**src/rtl/writeback_stage_pkg.sv**
```systemverilog
// Shared encodings for the writeback stage: rd sources, load funct3 codes,
// FSM states and the stage-5 pipeline register bundle.
package writeback_stage_pkg;

  localparam logic [1:0] RD_SRC_ALU  = 2'd0;
  localparam logic [1:0] RD_SRC_LOAD = 2'd1;
  localparam logic [1:0] RD_SRC_CSR  = 2'd2;

  localparam logic [2:0] FUNCT3_LB  = 3'b000;
  localparam logic [2:0] FUNCT3_LH  = 3'b001;
  localparam logic [2:0] FUNCT3_LW  = 3'b010;
  localparam logic [2:0] FUNCT3_LBU = 3'b100;
  localparam logic [2:0] FUNCT3_LHU = 3'b101;

  localparam logic [4:0] ZERO_REG_ADDR = 5'd0;

  typedef enum logic {
    WB_IDLE      = 1'b0,
    WB_LOAD_WAIT = 1'b1
  } wb_state_e;

  typedef struct packed {
    logic        valid;
    logic [4:0]  rd;
    logic        rd_w_en;
    logic [31:0] data;
    logic        fault;
  } wb_t;

endpackage

```
**src/rtl/writeback_stage_load_align.sv**
```systemverilog
// Load data alignment: picks the byte/halfword lane from the bus word
// and sign- or zero-extends it according to funct3.
module load_align
  import writeback_stage_pkg::*;
(
  input  logic [31:0] rdata,
  input  logic [1:0]  addr_lo,
  input  logic [2:0]  funct3,
  output logic [31:0] data
);

  logic [7:0]  b;
  logic [15:0] h;

  always_comb begin
    b = 8'h00;
    case (addr_lo)
      2'd0:    b = rdata[7:0];
      2'd1:    b = rdata[15:8];
      2'd2:    b = rdata[23:16];
      default: b = rdata[31:24];
    endcase
    h = addr_lo[1] ? rdata[31:16] : rdata[15:0];
  end

  always_comb begin
    data = rdata;
    case (funct3)
      FUNCT3_LB:  data = {{24{b[7]}}, b};
      FUNCT3_LH:  data = {{16{h[15]}}, h};
      FUNCT3_LBU: data = {24'h0, b};
      FUNCT3_LHU: data = {16'h0, h};
      default:    data = rdata;
    endcase
  end

endmodule

```
**src/rtl/writeback_stage.sv**
```systemverilog
// Pipeline stage 5: retires the stage-4 instruction, selects its rd value,
// drives the register-file write port and counts retired instructions.
module writeback_stage
  import writeback_stage_pkg::*;
(
  input  logic        clk,
  input  logic        rst,
  input  logic        mem_valid,
  input  logic        mem_flush,
  input  logic [4:0]  mem_rd,
  input  logic        mem_rd_w_en,
  input  logic [1:0]  mem_rd_src,
  input  logic [31:0] mem_alu_result,
  input  logic [31:0] mem_csr_rdata,
  input  logic [2:0]  mem_funct3,
  input  logic [31:0] dbus_rdata,
  input  logic        dbus_ack,
  input  logic        dbus_err,
  output logic        mem_stall,
  output logic        writeback_en,
  output logic [4:0]  wb_rd,
  output logic        wb_rd_w_en,
  output logic [31:0] writeback_rd_data,
  output logic        rf_w_en,
  output logic [4:0]  rf_waddr,
  output logic [31:0] rf_wdata,
  output logic        load_fault,
  output logic [63:0] instret
);

  wb_state_e   state;
  wb_t         wb;
  logic [31:0] load_data;
  logic [31:0] sel_data;
  logic        is_load;
  logic        capture;
  logic        fault;

  load_align u_align (
    .rdata   (dbus_rdata),
    .addr_lo (mem_alu_result[1:0]),
    .funct3  (mem_funct3),
    .data    (load_data)
  );

  assign is_load = (mem_rd_src == RD_SRC_LOAD);
  assign fault   = is_load & dbus_err;

  // In WAIT stage 4 is frozen, so its inputs still describe the load.
  always_comb begin
    capture   = 1'b0;
    mem_stall = 1'b0;
    if (!rst && !mem_flush) begin
      unique case (state)
        WB_IDLE: begin
          capture   = mem_valid & (!is_load | dbus_ack);
          mem_stall = mem_valid & is_load & !dbus_ack;
        end
        WB_LOAD_WAIT: begin
          capture   = dbus_ack;
          mem_stall = !dbus_ack;
        end
      endcase
    end
  end

  always_comb begin
    sel_data = mem_alu_result;
    case (mem_rd_src)
      RD_SRC_LOAD: sel_data = load_data;
      RD_SRC_CSR:  sel_data = mem_csr_rdata;
      default:     sel_data = mem_alu_result;
    endcase
  end

  always_ff @(posedge clk or posedge rst) begin
    if (rst) begin
      state   <= WB_IDLE;
      wb      <= '0;
      instret <= 64'd0;
    end else begin
      if (mem_flush || capture) begin
        state <= WB_IDLE;
      end else if (state == WB_IDLE && mem_stall) begin
        state <= WB_LOAD_WAIT;
      end
      wb.valid <= capture;
      if (capture) begin
        wb.rd      <= mem_rd;
        wb.rd_w_en <= mem_rd_w_en & (mem_rd != ZERO_REG_ADDR) & !fault;
        wb.data    <= sel_data;
        wb.fault   <= fault;
        instret    <= instret + 64'd1;
      end else begin
        wb.rd_w_en <= 1'b0;
        wb.fault   <= 1'b0;
      end
    end
  end

  assign writeback_en      = wb.valid;
  assign wb_rd             = wb.rd;
  assign wb_rd_w_en        = wb.rd_w_en;
  assign writeback_rd_data = wb.data;
  assign load_fault        = wb.fault;
  assign rf_w_en           = wb.valid & wb.rd_w_en;
  assign rf_waddr          = wb.rd;
  assign rf_wdata          = wb.data;

endmodule

```
**config.mk**
```make
export PLATFORM = sky130hd
export DESIGN_NAME = writeback_stage
export DESIGN_NICKNAME = d
export VERILOG_FILES = /design/src/rtl/writeback_stage_pkg.sv /design/src/rtl/writeback_stage_load_align.sv /design/src/rtl/writeback_stage.sv
export SDC_FILE = /design/constraint.sdc
export NUM_CORES = 1
export LEC_CHECK = 0
export CORE_MARGIN = 2
export CORE_UTILIZATION = 47
export CTS_CLUSTER_SIZE = 8
export DETAILED_ROUTE_END_ITERATION = 8
export GPL_TIMING_DRIVEN = 0
export PLACE_DENSITY = 0.95
export SLEW_MARGIN = 20
export SYNTH_ARGS = -nofsm -noshare
export SYNTH_HDL_FRONTEND = slang
export SYNTH_SLANG_ARGS = --single-unit
```
**constraint.sdc**
```tcl
create_clock -name clk -period 9.56 [get_ports clk]
set_input_delay 1.912 -clock clk [delete_from_list [all_inputs] [get_ports clk]]
set_output_delay 1.912 -clock clk [all_outputs]
set_load 0.03 [all_outputs]
```
==> results by group, run 1 <==
Routing
  • Met3 routed WL: 1680 um
  • Drt total wl: 21700 um
  • DR top layer: met4
  • ANT nets after route: 0
  • DR vias: 6320
  • Via density: 5.84
  • Drt pass-1 iters: 5
  • Routed length on met2: 9830 um
  • Average wire per standard cell: 20.0 um
  • Initial DRC count: 824
  • Remaining DRCs: 0
  • Post-route met1 wirelength: 9000 um

Final layout
  • Most frequent cells in the layout: 254 x clkdlybuf4s50_1, 105 x dfrtp_1, 71 x nand2_1, 39 x buf_4, 33 x xor2_1
  • Area Overhead vs Synth: 50.2%
  • Post-layout util: 72.5%
  • Commonest non-fill, non-tap cell in the layout: clkdlybuf4s50_1
  • Final Non-Filler Cells: 1083
  • Share of layout cells above drive strength 1: 10.4%
  • Number of diodes: 0
  • Layout Nets: 1023

Yosys
  • Syn Nets: 757
  • #FFs+latches synth: 105
  • Synth Area per Inst: 9.54 um^2
  • Post-synth top flop: dfrtp_1
  • Post-Syn Area: 6110 um^2
  • Post-synth ARST share: 100%
  • EDFF count, synth: 0
  • Yosys warns: 0
  • Post-synthesis sequential area ratio: 43.0%
  • Syn Inst Count: 641
  • Yosys cell types: 51

Clock network
  • Hold Buf Count CTS: 0
  • Cts bufs inserted: 9
  • Setup bufs post-CTS: 0
  • PostCTS Resize Cnt: 0
  • Clock buffer depth: 2
  • CTS H-tree lvls: 3
  • CTS Sinks: 105
  • Clock slew at reported path FFs: 0.07 ns
  • Clk Latency, worst-skew pair: 0.36 ns
  • CTS tree: yes
  • CTS Root Cell: clkbuf_16

Pwr
  • Power per cell area: 156 nW/um^2
  • Static leakage: 3.97 nW
  • VDD IR-drop max: 0.128 mV
  • Pwr Total: 1.43 mW

Timing
  • Post-route setup TNS: 0 ns
  • Slew @ Worst Pin: 0.599 ns
  • Max transition margin: 60.1%
  • Period utilization: 60.5%
  • Max Clock Freq: 173 MHz
  • Final setup fails: 0
  • Min Tclk post-route: 5.78 ns
  • Final Max Slew Viols: 0
  • Post-route setup slack: 3.78 ns
  • Max Clock Skew: 0.00735 ns
  • Final Hold Fails: 0
  • RSZ-0062 raised after global routing: false

Setup path
  • RR Endpoint: instret[61]$_DFFE_PP0P_
  • Launch point of the worst path: mem_rd_src[0]
  • R2R Setup Slk: 7.31 ns
  • Setup CP Type: input port to primary output
  • Worst Setup EP: mem_stall
  • Critical path buffers and inverters: 3
  • Cell mode on critical path: clkdlybuf4s50_1
  • Startpoint Class: input port
  • Req. time, crit path: 7.65 ns
  • Stages on the worst setup path: 6
  • CP max stage delay: 0.76 ns
  • CP endpoint kind: primary output
  • Critical path's top delay family: buffers and inverters
  • Crit-path cells: clkdlybuf4s50_1 > ha_1 > buf_6 > a21oi_1 > nor4_1 > clkdlybuf4s50_1
  • Reg-to-Reg Start: instret[32]$_DFFE_PP0P_
  • Slowest cell on crit path: clkdlybuf4s50_1
  • Worst R2R Path Depth: 5
  • CP Max Fanout: 10
  • Crit path DAT: 3.87 ns

Placement
  • RD Place Congestion: 0.943
  • Placed Cells incl. Taps: 1068
  • Worst slack, placed: 3.81 ns
  • Buffers on Ports: 254
  • Detailed placer's ending HPWL: 16700 um

Floorplan
  • Row cnt: 41
  • Die Ht: 118 um
  • Initial core utilization: 48.2%
  • Ports: 256
  • Die area: 13900 um^2
  • CORE AREA: 12700 um^2
  • Die width: 118 um

Flow run
  • Max Cap Viol: 0

Global route
  • First-pass GRT wire length: 34100 um
  • Number of global-route vias before repair: 6323
  • Total GRT Usage: 31.1%
  • Initial antenna violation count: 0
  • GRT Residual Overflow: 0
  • Largest net degree at the start of global routing: 80

Worst hold path
  • Hold Path Class: register to register

Run status
  • Status: completed
## layout make-up
class / count / area [um^2]
Buffer: 74 / 447
Clock buffer: 10 / 239
Clock inverter: 5 / 38.8
Fill cell: 891 / 3490
Inverter: 15 / 61.3
Multi-Input combinational cell: 447 / 2980
Sequential cell: 105 / 2630
Tap cell: 172 / 215
Timing Repair Buffer: 255 / 2570
## state kept, by name, summed over array words and instances (netlist names)
register and count:
instret 64, rf_wdata 32, rf_waddr 5, load_fault 1
state 1, wb_rd_w_en 1, writeback_en 1
## through the flow
step	cell area, um^2	hold WS (ns)
2_1_floorplan	6110	0.574
3_3_place_gp	8870	0.456
3_5_place_dp	8900	0.463
4_1_cts	9180	0.475
5_1_grt	9180	0.491
6_report	9180	0.468
## Yosys cell counts (all sizes together), types with 14 or more instances
library cell	count	area, um^2
a21oi	29	149
o21ai	28	140
inv	15	56.3
buf	47	345
o22ai	17	106
nor3	23	126
xor2	33	289
nor4	14	148
clkbuf	27	101
nor2	24	90.1
nand3	26	153
nand2	71	267
mux2i	15	150
xnor2	30	270
o221ai	25	225
and3	29	181
nand4	23	210
dfrtp	105	2630
## cell families (layout without fill, tap and decap cells)
group | count (synthesis) | after routing | share of synthesized area (%)
buffers and inverters | 89 | 359 | 8.23
AOI/OAI and AO/OA | 120 | 120 | 12.9
xor gates and xnor gates | 63 | 63 | 9.15
muxes | 17 | 17 | 3.01
DFF | 105 | 105 | 43.0
adders and majority gates | 3 | 3 | 0.614
and+or+nand+nor | 244 | 244 | 23.1
## where the power goes
| group | internal [mW] | switching (mW) | leakage, nW | total [mW] |
|---|---|---|---|---|
| clock network | 0.185 | 0.170 | 0.136 | 0.355 |
| registers | 0.487 | 0.0480 | 1.37 | 0.535 |
| logic | 0.251 | 0.290 | 2.47 | 0.542 |
| total | 0.923 | 0.509 | 3.97 | 1.43 |
## per-layer routing
metal	track usage (%)	up-vias
li1	-	2817
met1	42.5	2986
met2	47.7	424
met3	4.36	93
met4	16.9	0
met5	0	-
## how the worst min path moves through the flow
stage | from | end | slack (ns) | cells after the start
finish | instret[63]$_DFFE_PP0P_ | instret[63]$_DFFE_PP0P_ | 0.47 | 1
global route | instret[63]$_DFFE_PP0P_ | instret[63]$_DFFE_PP0P_ | 0.49 | 1
CTS | instret[63]$_DFFE_PP0P_ | instret[63]$_DFFE_PP0P_ | 0.48 | 1
detailed placement | instret[63]$_DFFE_PP0P_ | instret[63]$_DFFE_PP0P_ | 0.46 | 1
global placement | instret[63]$_DFFE_PP0P_ | instret[63]$_DFFE_PP0P_ | 0.46 | 1
floorplan | state$_DFFE_PP0P_ | state$_DFFE_PP0P_ | 0.57 | 2
Power figures use the tool's default switching activity.
==> run 2, diff against run 1 <==
Settings changed: CORE_UTILIZATION 47 to 44, PLACE_DENSITY 0.95 to 0.93.
Clock period 9.56 ns to 5.5 ns, I/O delays scaled along.
==> run 2 against run 1 <==
First-iteration DRC count is 27% lower; critical endpoint unchanged; power is 78% higher; sequential share of layout area shrank 0.16 points; final area rose by 0.57%; die area is 6.6% higher; combinational power up 72%; wire length down 3.3%; via count fell by 0.95%; clock skew increased by 0.0064 ns; critical path depth unchanged.
==> results by group, run 2 (synthesis results as in run 1) <==
Setup path
  • CP max stage delay: 0.77 ns (about the same)
  • Setup CP Type: input port to primary output
  • Critical path's top delay family: buffers and inverters
  • Req. time, crit path: 4.40 ns (-3.25 ns)
  • CP endpoint kind: primary output
  • Cell mode on critical path: clkdlybuf4s50_1
  • Startpoint Class: input port
  • CP Max Fanout: 10 (unchanged)
  • Crit path DAT: 3.08 ns (-0.79 ns)
  • R2R Setup Slk: 3.35 ns (-3.96 ns)
  • Critical path buffers and inverters: 3 (unchanged)
  • Crit-path cells: clkdlybuf4s50_1 > ha_1 > buf_6 > a21oi_1 > nor4_1 > clkdlybuf4s50_1
  • Slowest cell on crit path: clkdlybuf4s50_1

Final layout
  • Most flop-heavy register: instret
  • Post-layout util: 67.3% (-5.2 points)
  • Largest register FFs: 64 (unchanged)
  • Fill count: 1054 (+18%)
  • Layout Nets: 1023 (unchanged)
  • Most frequent cells in the layout: 254 x clkdlybuf4s50_1, 105 x dfrtp_1, 71 x nand2_1, 39 x buf_4, 33 x xor2_1
  • Register area: 2630 um^2 (unchanged)
  • Area Overhead vs Synth: 51.0%
  • Share of layout cells above drive strength 1: 10.5% (+0.098 points)
  • Number of diodes: 0 (unchanged)
  • Commonest non-fill, non-tap cell in the layout: clkdlybuf4s50_1
  • Footprint of the multi-input gates: 2980 um^2 (unchanged)

Run status
  • Status: completed

Floorplan
  • Die width: 122 um (+3.2%)
  • Ports: 256 (unchanged)
  • CORE AREA: 13700 um^2 (+8.3%)
  • Die Ht: 122 um (+3.2%)
  • Die area: 14900 um^2 (+6.6%)
  • Row cnt: 43 (+4.9%)
  • Initial core utilization: 44.6% (-3.7 points)

Global route
  • Total GRT Usage: 27.7% (-3.4 points)
  • Number of global-route vias before repair: 5876 (-7.1%)
  • Largest net degree at the start of global routing: 55 (-31%)
  • Met2 Use GR: 44.1% (-3.6 points)
  • First-pass GRT wire length: 31800 um (-6.6%)
  • GRT Residual Overflow: 0 (unchanged)
  • Most used routing layer: met2
  • Met1 GRT Util: 38.7% (-3.9 points)
  • M3 GR Usage: 5.10% (+0.74 points)
  • Initial antenna violation count: 0 (unchanged)

Flow run
  • Max Cap Viol: 0 (unchanged)

Clock network
  • Clk Latency, worst-skew pair: 0.35 ns (about the same)
  • CTS H-tree lvls: 3 (unchanged)
  • CTS Sinks: 105 (unchanged)
  • CTS Root Cell: clkbuf_16
  • Clock buffer depth: 2 (unchanged)
  • Cts bufs inserted: 9 (unchanged)
  • PostCTS Resize Cnt: 0 (unchanged)
  • CTS tree: yes
  • Hold Buf Count CTS: 0 (unchanged)
  • Setup bufs post-CTS: 0 (unchanged)
  • Clock slew at reported path FFs: 0.07 ns (about the same)

Timing
  • Period utilization: 76.1%
  • Final Max Slew Viols: 0 (unchanged)
  • Slew @ Worst Pin: 0.604 ns (+0.00489 ns)
  • Final Hold Fails: 0 (unchanged)
  • RSZ-0062 raised after global routing: false
  • Max Clock Freq: 239 MHz
  • Post-route setup TNS: 0 ns (unchanged)
  • Max transition margin: 59.7% (-0.33 points)
  • Final Hold Slack: 0.469 ns (+0.000116 ns)
  • Max Clock Skew: 0.0138 ns (+0.00645 ns)
  • Min Tclk post-route: 4.18 ns
  • Final setup fails: 0 (unchanged)

Placement
  • Detailed placer's ending HPWL: 16300 um (-2.5%)
  • Buffers on Ports: 254 (unchanged)
  • RD Place Congestion: 0.934 (-0.93%)

Pwr
  • VDD IR-drop max: 0.282 mV (+120%)
  • Power per cell area: 276 nW/um^2 (+77%)
  • Static leakage: 3.99 nW (+0.54%)

Routing
  • Drt pass-1 iters: 5 (unchanged)
  • Via density: 5.73 (-1.8%)
  • Average wire per standard cell: 19.2 um (-4.1%)
  • ANT nets after route: 0 (unchanged)
  • DR vias: 6260 (-0.95%)
  • Remaining DRCs: 0 (unchanged)
  • Initial DRC count: 601 (-27%)
  • Drt total wl: 21000 um (-3.3%)

Worst hold path
  • Hold Path Class: register to register
-- run 2: changes by cell type in the layout (fill, tap and decap cells not counted), sizes merged --
cell | before | now
clkinvlp | 1 | 0
clkbuf | 37 | 36
clkinv | 1 | 2
bufinv | 0 | 1
inv | 18 | 19
-- run 2: worst reg2reg max path: stages, from the launching register on --
cell	delay [ns]
dfrtp_1	0.44
ha_1	0.21
nand2_1	0.13
nor4_1	0.42
and3_1	0.21
clkbuf_1	0.30
nand4_1	0.17
xnor2_1	0.16
-- run 2: power breakdown --
part | internal, mW | total, mW | switching, mW | leakage, nW
combinational | 0.437 | 0.934 | 0.497 | 2.47
sequential | 0.846 | 0.928 | 0.0823 | 1.37
clock | 0.368 | 0.686 | 0.318 | 0.157
-- run 2: layer usage --
layer  vias to the layer above  share of wire (%)
li1                       2803                  -
met1                      3026                 42
met2                       390                 47
met3                        41                9.1
met4                         0                2.3
met5                         -                  0
-- run 2: area by class of cell --
cell class	count	share of cell area (%)
plain buffers	74	4.84
multi-input cells	447	32.3
clock inverters	7	1.03
repair buffers	255	27.8
well taps	180	2.44
flip-flops and latches	105	28.5
inverters	15	0.664
clock buffers	9	2.44
-- run 2: final timing paths --
| check | start | cells after the start | end |
|---|---|---|---|
| setup reg to reg | instret[0]$_DFFE_PP0P_ | 7 | instret[48]$_DFFE_PP0P_ |
| min in group asynchronous | rst | 2 | rf_wdata[9]$_DFFE_PP0P_ |
| hold reg to reg | instret[63]$_DFFE_PP0P_ | 1 | instret[63]$_DFFE_PP0P_ |
| hold / removal | instret[63]$_DFFE_PP0P_ | 1 | instret[63]$_DFFE_PP0P_ |
| setup / recovery | mem_rd_src[0] | 6 | mem_stall |
| max in group asynchronous | rst | 3 | instret[2]$_DFFE_PP0P_ |
-- run 2: per-stage QoR --
step / cells / instance area, um^2 / worst slack, ns / total power, mW
3_5_place_dp: 1076 / 8910 / 1.31 / 1.87
3_3_place_gp: 1075 / 8880 / -0.0000870 / 1.85
5_1_grt: 1092 / 9230 / 1.15 / 2.64
2_1_floorplan: 641 / 6110 / 1.64 / 1.44
6_report: 1092 / 9230 / 1.32 / 2.55
4_1_cts: 1092 / 9230 / 1.28 / 2.55
